--- config.mk ---
export PLATFORM = sky130hd
export DESIGN_NAME = core_seq_ctrl_flat
export DESIGN_NICKNAME = d
export VERILOG_FILES = /design/src/rtl/core_seq_ctrl_pkg.sv /design/src/rtl/core_seq_ctrl_if.sv /design/src/rtl/core_seq_ctrl_seq_wait_timer.sv /design/src/rtl/core_seq_ctrl.sv /design/src/flat_wrapper.sv
export SDC_FILE = /design/constraint.sdc
export NUM_CORES = 1
export LEC_CHECK = 0
export BUFFER_PORTS_ARGS = -buffer_cell sky130_fd_sc_hd__buf_4
export CAP_MARGIN = 0
export CORE_ASPECT_RATIO = 0.8
export CORE_MARGIN = 4
export CORE_UTILIZATION = 51
export CTS_CLUSTER_DIAMETER = 100
export DETAILED_ROUTE_END_ITERATION = 10
export GPL_TIMING_DRIVEN = 0
export PLACE_DENSITY = 0.78
export SYNTH_ARGS = -nofsm -noshare
export SYNTH_HDL_FRONTEND = slang
export SYNTH_SLANG_ARGS = --single-unit
--- constraint.sdc ---
create_clock -name clk -period 7.75 [get_ports clk]
set_clock_uncertainty 0.2 [all_clocks]
set_input_delay 2.325 -clock clk [delete_from_list [all_inputs] [get_ports clk]]
set_output_delay 2.325 -clock clk [all_outputs]
set_load 0.02 [all_outputs]
--- src/rtl/core_seq_ctrl_pkg.sv ---
// Shared types and constants for the npc core sequencer: state encoding,
// special instruction words and the major opcodes seen by the control decoder.
package core_seq_ctrl_pkg;

  typedef enum logic [2:0] {
    ST_FETCH_REQ  = 3'd0,
    ST_FETCH_WAIT = 3'd1,
    ST_EXEC       = 3'd2,
    ST_MEM_REQ    = 3'd3,
    ST_MEM_WAIT   = 3'd4,
    ST_WB         = 3'd5,
    ST_HALT       = 3'd6
  } seq_state_e;

  localparam logic [31:0] INST_EBREAK = 32'h0010_0073;
  localparam logic [31:0] INST_NOP    = 32'h0000_0013;

  localparam logic [6:0] OPC_LOAD   = 7'b000_0011;
  localparam logic [6:0] OPC_STORE  = 7'b010_0011;
  localparam logic [6:0] OPC_OP_IMM = 7'b001_0011;
  localparam logic [6:0] OPC_LUI    = 7'b011_0111;

  // States in which the handshake timer runs.
  function automatic logic is_wait_state(seq_state_e s);
    return (s == ST_FETCH_REQ) || (s == ST_FETCH_WAIT) ||
           (s == ST_MEM_REQ)   || (s == ST_MEM_WAIT);
  endfunction

endpackage

--- src/rtl/core_seq_ctrl_if.sv ---
// Instruction/data memory handshakes plus the decoder loop (ir out, decode bits back).
// master = sequencer side, slave = memory/decoder side.
interface core_seq_ctrl_if;
  logic        if_req_valid;
  logic        if_req_ready;
  logic        if_resp_valid;
  logic [31:0] if_resp_data;
  logic [31:0] ir;
  logic        dec_mem_r;
  logic        dec_mem_w;
  logic        dec_reg_w;
  logic        ls_req_valid;
  logic        ls_req_we;
  logic        ls_req_ready;
  logic        ls_resp_valid;

  modport master (
    output if_req_valid, ir, ls_req_valid, ls_req_we,
    input  if_req_ready, if_resp_valid, if_resp_data,
    input  dec_mem_r, dec_mem_w, dec_reg_w,
    input  ls_req_ready, ls_resp_valid
  );

  modport slave (
    input  if_req_valid, ir, ls_req_valid, ls_req_we,
    output if_req_ready, if_resp_valid, if_resp_data,
    output dec_mem_r, dec_mem_w, dec_reg_w,
    output ls_req_ready, ls_resp_valid
  );
endinterface

--- src/rtl/core_seq_ctrl_seq_wait_timer.sv ---
// Per-state wait timer: reloads on clear, counts down while enabled and
// flags expiry on the TIMEOUT_CYCLES-th enabled cycle since the last clear.
module seq_wait_timer #(
  parameter int TIMEOUT_CYCLES = 1024
) (
  input  logic clk,
  input  logic rst,
  input  logic clear,
  input  logic enable,
  output logic expired
);

  localparam int TW = $clog2(TIMEOUT_CYCLES);
  localparam logic [TW-1:0] TC_LOAD = TW'(TIMEOUT_CYCLES - 1);

  logic [TW-1:0] cnt;

  always_ff @(posedge clk) begin
    if (rst || clear) begin
      cnt <= TC_LOAD;
    end else if (enable && (cnt != '0)) begin
      cnt <= cnt - 1'b1;
    end
  end

  assign expired = (cnt == '0);

endmodule

--- src/rtl/core_seq_ctrl.sv ---
// Multi-cycle fetch/execute/memory/writeback sequencer for the npc RV64 core.
// Owns the instruction register, cycle/instret counters and sticky halt/timeout.
//
//   state      | meaning
//   FETCH_REQ  | if_req_valid high, waiting for if_req_ready
//   FETCH_WAIT | waiting for if_resp_valid, then latch ir
//   EXEC       | decoder settles on ir; pick HALT / MEM_REQ / WB
//   MEM_REQ    | ls_req_valid high, waiting for ls_req_ready
//   MEM_WAIT   | waiting for ls_resp_valid
//   WB         | pc_we, rf_we if decoder writes rd, retire
//   HALT       | absorbing until rst
module core_seq_ctrl
  import core_seq_ctrl_pkg::*;
#(
  parameter int TIMEOUT_CYCLES = 1024,
  parameter int CNT_W          = 64
) (
  input  logic             clk,
  input  logic             rst,
  core_seq_ctrl_if.master  bus,
  output logic             pc_we,
  output logic             rf_we,
  output logic             halted,
  output logic             timeout,
  output logic [CNT_W-1:0] cycle_cnt,
  output logic [CNT_W-1:0] instret_cnt
);

  seq_state_e  state;
  seq_state_e  state_nxt;
  logic [31:0] ir_q;
  logic        timer_exp;
  logic        tmo_hit;

  seq_wait_timer #(.TIMEOUT_CYCLES(TIMEOUT_CYCLES)) u_timer (
    .clk     (clk),
    .rst     (rst),
    .clear   (state_nxt != state),
    .enable  (is_wait_state(state)),
    .expired (timer_exp)
  );

  // Exit conditions are checked before expiry so a same-cycle handshake wins.
  always_comb begin
    state_nxt = state;
    tmo_hit   = 1'b0;
    unique case (state)
      ST_FETCH_REQ:  if (bus.if_req_ready) state_nxt = ST_FETCH_WAIT;
                     else if (timer_exp)   tmo_hit   = 1'b1;
      ST_FETCH_WAIT: if (bus.if_resp_valid) state_nxt = ST_EXEC;
                     else if (timer_exp)    tmo_hit   = 1'b1;
      ST_EXEC:       if (ir_q == INST_EBREAK)               state_nxt = ST_HALT;
                     else if (bus.dec_mem_w || bus.dec_mem_r) state_nxt = ST_MEM_REQ;
                     else                                    state_nxt = ST_WB;
      ST_MEM_REQ:    if (bus.ls_req_ready) state_nxt = ST_MEM_WAIT;
                     else if (timer_exp)   tmo_hit   = 1'b1;
      ST_MEM_WAIT:   if (bus.ls_resp_valid) state_nxt = ST_WB;
                     else if (timer_exp)    tmo_hit   = 1'b1;
      ST_WB:         state_nxt = ST_FETCH_REQ;
      ST_HALT:       state_nxt = ST_HALT;
      default:       state_nxt = ST_FETCH_REQ;
    endcase
    if (tmo_hit) state_nxt = ST_HALT;
  end

  always_ff @(posedge clk) begin
    if (rst) begin
      state       <= ST_FETCH_REQ;
      ir_q        <= INST_NOP;
      timeout     <= 1'b0;
      cycle_cnt   <= '0;
      instret_cnt <= '0;
    end else begin
      state <= state_nxt;
      if ((state == ST_FETCH_WAIT) && bus.if_resp_valid) ir_q <= bus.if_resp_data;
      if (tmo_hit) timeout <= 1'b1;
      if (state != ST_HALT) cycle_cnt <= cycle_cnt + 1'b1;
      if (state == ST_WB) instret_cnt <= instret_cnt + 1'b1;
    end
  end

  // Strobes are forced low during reset even though state already reads FETCH_REQ.
  assign bus.ir           = ir_q;
  assign bus.if_req_valid = !rst && (state == ST_FETCH_REQ);
  assign bus.ls_req_valid = !rst && (state == ST_MEM_REQ);
  assign bus.ls_req_we    = bus.ls_req_valid && bus.dec_mem_w;
  assign pc_we            = !rst && (state == ST_WB);
  assign rf_we            = pc_we && bus.dec_reg_w;
  assign halted           = (state == ST_HALT);

endmodule

--- src/flat_wrapper.sv ---
// flat-port wrapper written by rule: the top's interface ports become plain ports
module core_seq_ctrl_flat import core_seq_ctrl_pkg::*;
#(
  parameter int TIMEOUT_CYCLES = 1024,
  parameter int CNT_W          = 64
)
  (clk, rst, pc_we, rf_we, halted, timeout, cycle_cnt, instret_cnt, bus_if_req_valid, bus_ir, bus_ls_req_valid, bus_ls_req_we, bus_if_req_ready, bus_if_resp_valid, bus_if_resp_data, bus_dec_mem_r, bus_dec_mem_w, bus_dec_reg_w, bus_ls_req_ready, bus_ls_resp_valid);
  core_seq_ctrl_if bus_i ();
  input  logic clk;
  input  logic rst;
  output logic pc_we;
  output logic rf_we;
  output logic halted;
  output logic timeout;
  output logic [CNT_W-1:0] cycle_cnt;
  output logic [CNT_W-1:0] instret_cnt;
  output wire logic [$bits(bus_i.if_req_valid)-1:0] bus_if_req_valid;
  output wire logic [$bits(bus_i.ir)-1:0] bus_ir;
  output wire logic [$bits(bus_i.ls_req_valid)-1:0] bus_ls_req_valid;
  output wire logic [$bits(bus_i.ls_req_we)-1:0] bus_ls_req_we;
  input wire logic [$bits(bus_i.if_req_ready)-1:0] bus_if_req_ready;
  input wire logic [$bits(bus_i.if_resp_valid)-1:0] bus_if_resp_valid;
  input wire logic [$bits(bus_i.if_resp_data)-1:0] bus_if_resp_data;
  input wire logic [$bits(bus_i.dec_mem_r)-1:0] bus_dec_mem_r;
  input wire logic [$bits(bus_i.dec_mem_w)-1:0] bus_dec_mem_w;
  input wire logic [$bits(bus_i.dec_reg_w)-1:0] bus_dec_reg_w;
  input wire logic [$bits(bus_i.ls_req_ready)-1:0] bus_ls_req_ready;
  input wire logic [$bits(bus_i.ls_resp_valid)-1:0] bus_ls_resp_valid;
  assign bus_if_req_valid = bus_i.if_req_valid;
  assign bus_ir = bus_i.ir;
  assign bus_ls_req_valid = bus_i.ls_req_valid;
  assign bus_ls_req_we = bus_i.ls_req_we;
  assign bus_i.if_req_ready = bus_if_req_ready;
  assign bus_i.if_resp_valid = bus_if_resp_valid;
  assign bus_i.if_resp_data = bus_if_resp_data;
  assign bus_i.dec_mem_r = bus_dec_mem_r;
  assign bus_i.dec_mem_w = bus_dec_mem_w;
  assign bus_i.dec_reg_w = bus_dec_reg_w;
  assign bus_i.ls_req_ready = bus_ls_req_ready;
  assign bus_i.ls_resp_valid = bus_ls_resp_valid;
  core_seq_ctrl #(.TIMEOUT_CYCLES(TIMEOUT_CYCLES), .CNT_W(CNT_W)) u_core (.clk(clk), .rst(rst), .bus(bus_i), .pc_we(pc_we), .rf_we(rf_we), .halted(halted), .timeout(timeout), .cycle_cnt(cycle_cnt), .instret_cnt(instret_cnt));
endmodule
Word level (Yosys, flattened, before mapping). Cells that the tools add are included.

Register bits: 174. Input port bits: 41. Output and inout bits: 167. Word-level logic and storage cells: 48.

Add/subtract/negate cells: 3. Eq/ne operators: 9. Muxes and demuxes: 14. Reduce and logical (&&, ||, !) cells: 16.

Operator list (count): $add A64 B1 Y64 const B (2); $eq A32 B21 Y1 const B (1); $mux W3 (7); $pmux W3 S6 (1); $logic_not A10 Y1 (1); $reduce_bool A10 Y1 (1); $sub A10 B1 Y10 const B (1); $eq A3 B3 Y1 const B (3); $logic_and A1 B1 Y1 (7); $eq A3 B2 Y1 const B (2); $logic_or A1 B1 Y1 (5); $mux W1 (5); $pmux W1 S4 (1); $eq A3 B1 Y1 const B (1); $logic_not A3 Y1 (1); $ne A3 B3 Y1 (1); $ne A3 B3 Y1 const B (1); $logic_not A1 Y1 (1).

Depth between registers and ports, before layout.
Word-level depth: 7. Gate-level depth with buffers: 9. Mapped depth without buffers: 8.

By module. Synthesis repeated with hierarchy kept, for this count alone.

Cell total of the unflattened synthesis: 1009. Area, all modules: 8216.6 µm².

Modules (own cells, without submodules): core_seq_ctrl (times used 1, cells an instance 952, area an instance 7717.4 µm², seq. area each 3283.1 µm²); seq_wait_timer (times used 1, cells an instance 57, area an instance 499.2 µm², seq. area each 200.2 µm²).

Least setup slack after synthesis. Ideal clock, no wire load.

Path kind: input to output. Start point: input port rst. End point: output port bus_ls_req_we. Arrival: 3.381 ns. Required time: 5.225 ns. Slack: 1.844 ns. Stages: 3. Buffers on the path: 1. Path through: clkbuf_1 > nor3b_1 > and2_1.

Longest elaborated chain between the ends: 3.

Ends and longest elaborated chain: from (decl) (line flat_wrapper.sv:10) `input logic rst;`; $logic_not A1 Y1 (line core_seq_ctrl.sv:85) `assign bus.ls_req_valid = !rst && (state == ST_MEM_REQ);`; $logic_and A1 B1 Y1 (line core_seq_ctrl.sv:85); named net bus_ls_req_valid (line flat_wrapper.sv:19) `output wire logic [$bits(bus_i.ls_req_valid)-1:0] bus_ls_req_valid;`; $logic_and A1 B1 Y1 (line core_seq_ctrl.sv:86) `assign bus.ls_req_we = bus.ls_req_valid && bus.dec_mem_w;`; to (decl) (line flat_wrapper.sv:20) `output wire logic [$bits(bus_i.ls_req_we)-1:0] bus_ls_req_we;`.

The timed path passes the listed nets, and every way through them passes these cells.

Worst setup path in the final report.
Start point: input port rst. End point: output port rf_we.

Longest elaborated chain between the ends: 3.

Ends and longest elaborated chain: $logic_not A1 Y1 (line core_seq_ctrl.sv:87) `assign pc_we = !rst && (state == ST_WB);`; $logic_and A1 B1 Y1 (line core_seq_ctrl.sv:87); $logic_and A1 B1 Y1 (line core_seq_ctrl.sv:88) `assign rf_we = pc_we && bus.dec_reg_w;`; to (decl) (line flat_wrapper.sv:12) `output logic rf_we;`.

No other way between the ends.

==> flow_metrics.py <==
metrics = {
    "clock_network": {
        "cts_root_buf": "clkbuf_16",
        "cts_tree": "built",
        "post_cts_buffers": 0,
        "clk_pin_slew_ns": 0.06,
        "clock_path_buffers": 2,
        "ctsHoldBuffers": 0,
        "clock-sinks": 174,
        "worstSkewPairLatency_ns": 0.44,
        "cts_resized": 0,
        "cts.htree.levels": 4,
        "cts-buffers-inserted": 17,
    },
    "grt": {
        "grt_pass1_wl_um": 33800,
        "grt_overflow_total": 0,
        "grt_pass1_vias": 6826,
        "antenna_found_initial": 0,
        "grt_max_degree": 17,
        "grtUsageTotal": 0.236,
    },
    "routing": {
        "routed_via_density": 5.40,
        "avgRoutedWirePerCell_um": 15.3,
        "routed_wirelength_um": 21000,
        "vias": 7400,
        "drt_iter0_markers": 444,
        "post-route-drc-count": 0,
        "final_antenna_net_count": 0,
        "drtPass1Iterations": 5,
    },
    "sta": {
        "worstMarginPinSlew_ns": 1.00,
        "finalHoldViolCount": 0,
        "fmaxAchievable_mhz": 163,
        "min_period_over_period": 0.791,
        "rsz0062_at_grt": "no",
        "setup_ws_ns": 1.62,
        "fin_tns_setup_ns": 0,
        "relSlewSlack": 0.325,
        "final-setup-viol-count": 0,
        "finalCriticalPeriod_ns": 6.13,
        "final_max_slew_viol_count": 0,
    },
    "cells_and_area": {
        "syn_to_final_growth_pct": 30.6,
        "nNetsFinal": 1218,
        "antenna_cells": 0,
        "drive_gt1_frac": 0.205,
        "utilization": 0.695,
    },
    "worst_setup_path": {
        "r2r_slack_ns": 4.52,
        "r2r_start": "u_core.u_timer.cnt[0]",
        "crit_type": "primary input to output pin",
        "crit_arrival_ns": 3.61,
        "critPathRequiredTime_ns": 5.22,
        "startpoint_type": "primary input",
        "slowest_delay_ns": 0.49,
        "crit_path_cell_trace": "clkbuf_1, clkbuf_1, nor2_1, and2_1, buf_4",
        "path_buf_inv": 3,
        "critPathMostFrequentCell": "clkbuf_1",
        "slowest_stage": "clkbuf_1",
        "end_kind": "output pin",
        "crit_fanout": 10,
        "worstSetupStartpoint": "rst",
        "cp_top_family": "buffers and inverters",
    },
    "yosys": {
        "ys_top_cells_by_count": "dfxtp_1 (174), nor2_1 (147), nand2_1 (133), xnor2_1 (60), xor2_1 (59)",
        "avgSynthCellArea_um2": 8.16,
        "syn_inst": 948,
        "synth-seq-area-share": 0.450,
        "yosysWarnings": 0,
        "synth_area_um2": 7730,
        "ys_types": 46,
        "yosys_most_used_dff": "dfxtp_1",
        "synth_area_leader_cell": "dfxtp_1",
        "ys_seq_elements": 174,
        "synth_most_common_cell": "dfxtp_1",
        "synth-edff-count": 0,
        "synth_top_area_frac": 0.450,
        "synthArstFlopShare": 0,
        "ys_top_cells_by_area": "dfxtp_1 (45%), nor2_1 (7.1%), xnor2_1 (6.8%)",
        "synth_nets": 993,
    },
    "hold_path": {
        "hp-class": "flip-flop to flip-flop",
        "hold_path_startpoint": "u_core.timeout",
    },
    "outcome": {
        "status": "complete, no violations",
    },
    "power": {
        "power_density_nw_per_um2": 189,
        "max-vdd-ir-drop_uv": 139,
        "leakage_nw": 3.89,
    },
    "floorplanning": {
        "num_rows": 39,
        "initial_core_util": 0.532,
        "die_h_um": 118,
        "dieArea_um2": 17200,
        "core_um2": 14500,
        "die_x_um": 146,
        "pin_count": 208,
    },
    "run": {
        "drv_cap": 0,
    },
    "place": {
        "port_buffers": 206,
        "dp_hpwl_um": 15400,
        "place_congestion": 0.900,
        "post-place-ws_ns": 1.59,
    },
}
path summary, 6_finish.rpt:
check	to	cells past startpoint
worst max-delay path	rf_we	5
worst min-delay path	u_core.timeout	2
worst max register to register	u_core.u_timer.cnt[2]	8
worst min register to register	u_core.timeout	2
layer usage:
metal  vias to the layer above  part of all wire  global-route usage
li1                       3675                 -                   -
met1                      3454              0.45               0.314
met2                       235              0.45               0.363
met3                        36             0.078              0.0719
met4                         0             0.026              0.0878
met5                         -                 0                   0
sequential cells by signal, indices dropped and copies added (netlist names):
signal and count:
u_core.state 3, u_core.cycle_cnt 64, u_core.u_timer.cnt 10, u_core.bus.ir 32, u_core.timeout 1, u_core.instret_cnt 64
where the power goes:
group / leakage [nW] / total (W) / internal, W / switching, W
combinational: 2.21 / 0.000120 / 0.0000484 / 0.0000719
clock: 0.278 / 0.000867 / 0.000517 / 0.000351
sequential: 1.40 / 0.000917 / 0.000906 / 0.0000105
total: 3.89 / 0.00190 / 0.00147 / 0.000433
metrics by stage:
stage	total power [W]	std cells	hold WS, ns	cell area, um^2
floorplan	0.00100	948	0.261	7730
global placement	0.00105	1338	0.252	9510
detailed placement	0.00106	1338	0.258	9510
CTS	0.00192	1370	0.273	10100
global route	0.00196	1370	0.295	10100
finish	0.00190	1370	0.268	10100
layout make-up:
type,instances,area [um^2]
Multi-Input combinational cell,706,3990
Clock inverter,9,135
Timing Repair Buffer,206,1550
Tap cell,184,230
Clock buffer,23,458
Buffer,44,166
Inverter,24,90.1
Sequential cell,174,3480
Fill cell,1255,4440
kinds of logic after synthesis:
| kind of cell | after synthesis | share of synthesized area |
|---|---|---|
| xor gates and xnor gates | 119 | 0.135 |
| and+or+nand+nor | 500 | 0.311 |
| AOI/OAI and AO/OA | 78 | 0.0570 |
| adders and majority gates | 4 | 0.00647 |
| DFF | 174 | 0.450 |
| buffers and inverters | 68 | 0.0332 |
| muxes | 5 | 0.00696 |
worst reg2reg max path: stages, from the launching register on:
cell	delay (ns)
dfxtp_1	0.33
inv_1	0.08
ha_1	0.14
nor4b_1	0.52
nand4_1	0.31
o31ai_1	0.32
a22oi_1	0.13
a2111oi_2	0.87
o211ai_1	0.17
layout by cell type, fill, tap and decap left out, types with 4 or more instances in the layout:
master,Yosys,final
buf_4,0,206
dfxtp_1,174,174
nor2_1,147,147
nand2_1,133,133
xnor2_1,60,60
xor2_1,59,59
a21oi_1,48,48
clkbuf_1,42,47
nand3_1,46,46
nand4_1,38,38
nor4_1,29,29
nor3_1,27,27
inv_1,24,24
clkbuf_16,0,17
and3_1,16,16
o21ai_0,16,16
or3_1,16,16
and4_1,12,12
and2_1,9,9
nand3b_1,5,5
ha_1,4,4
(Power assumes the default switching activity.)
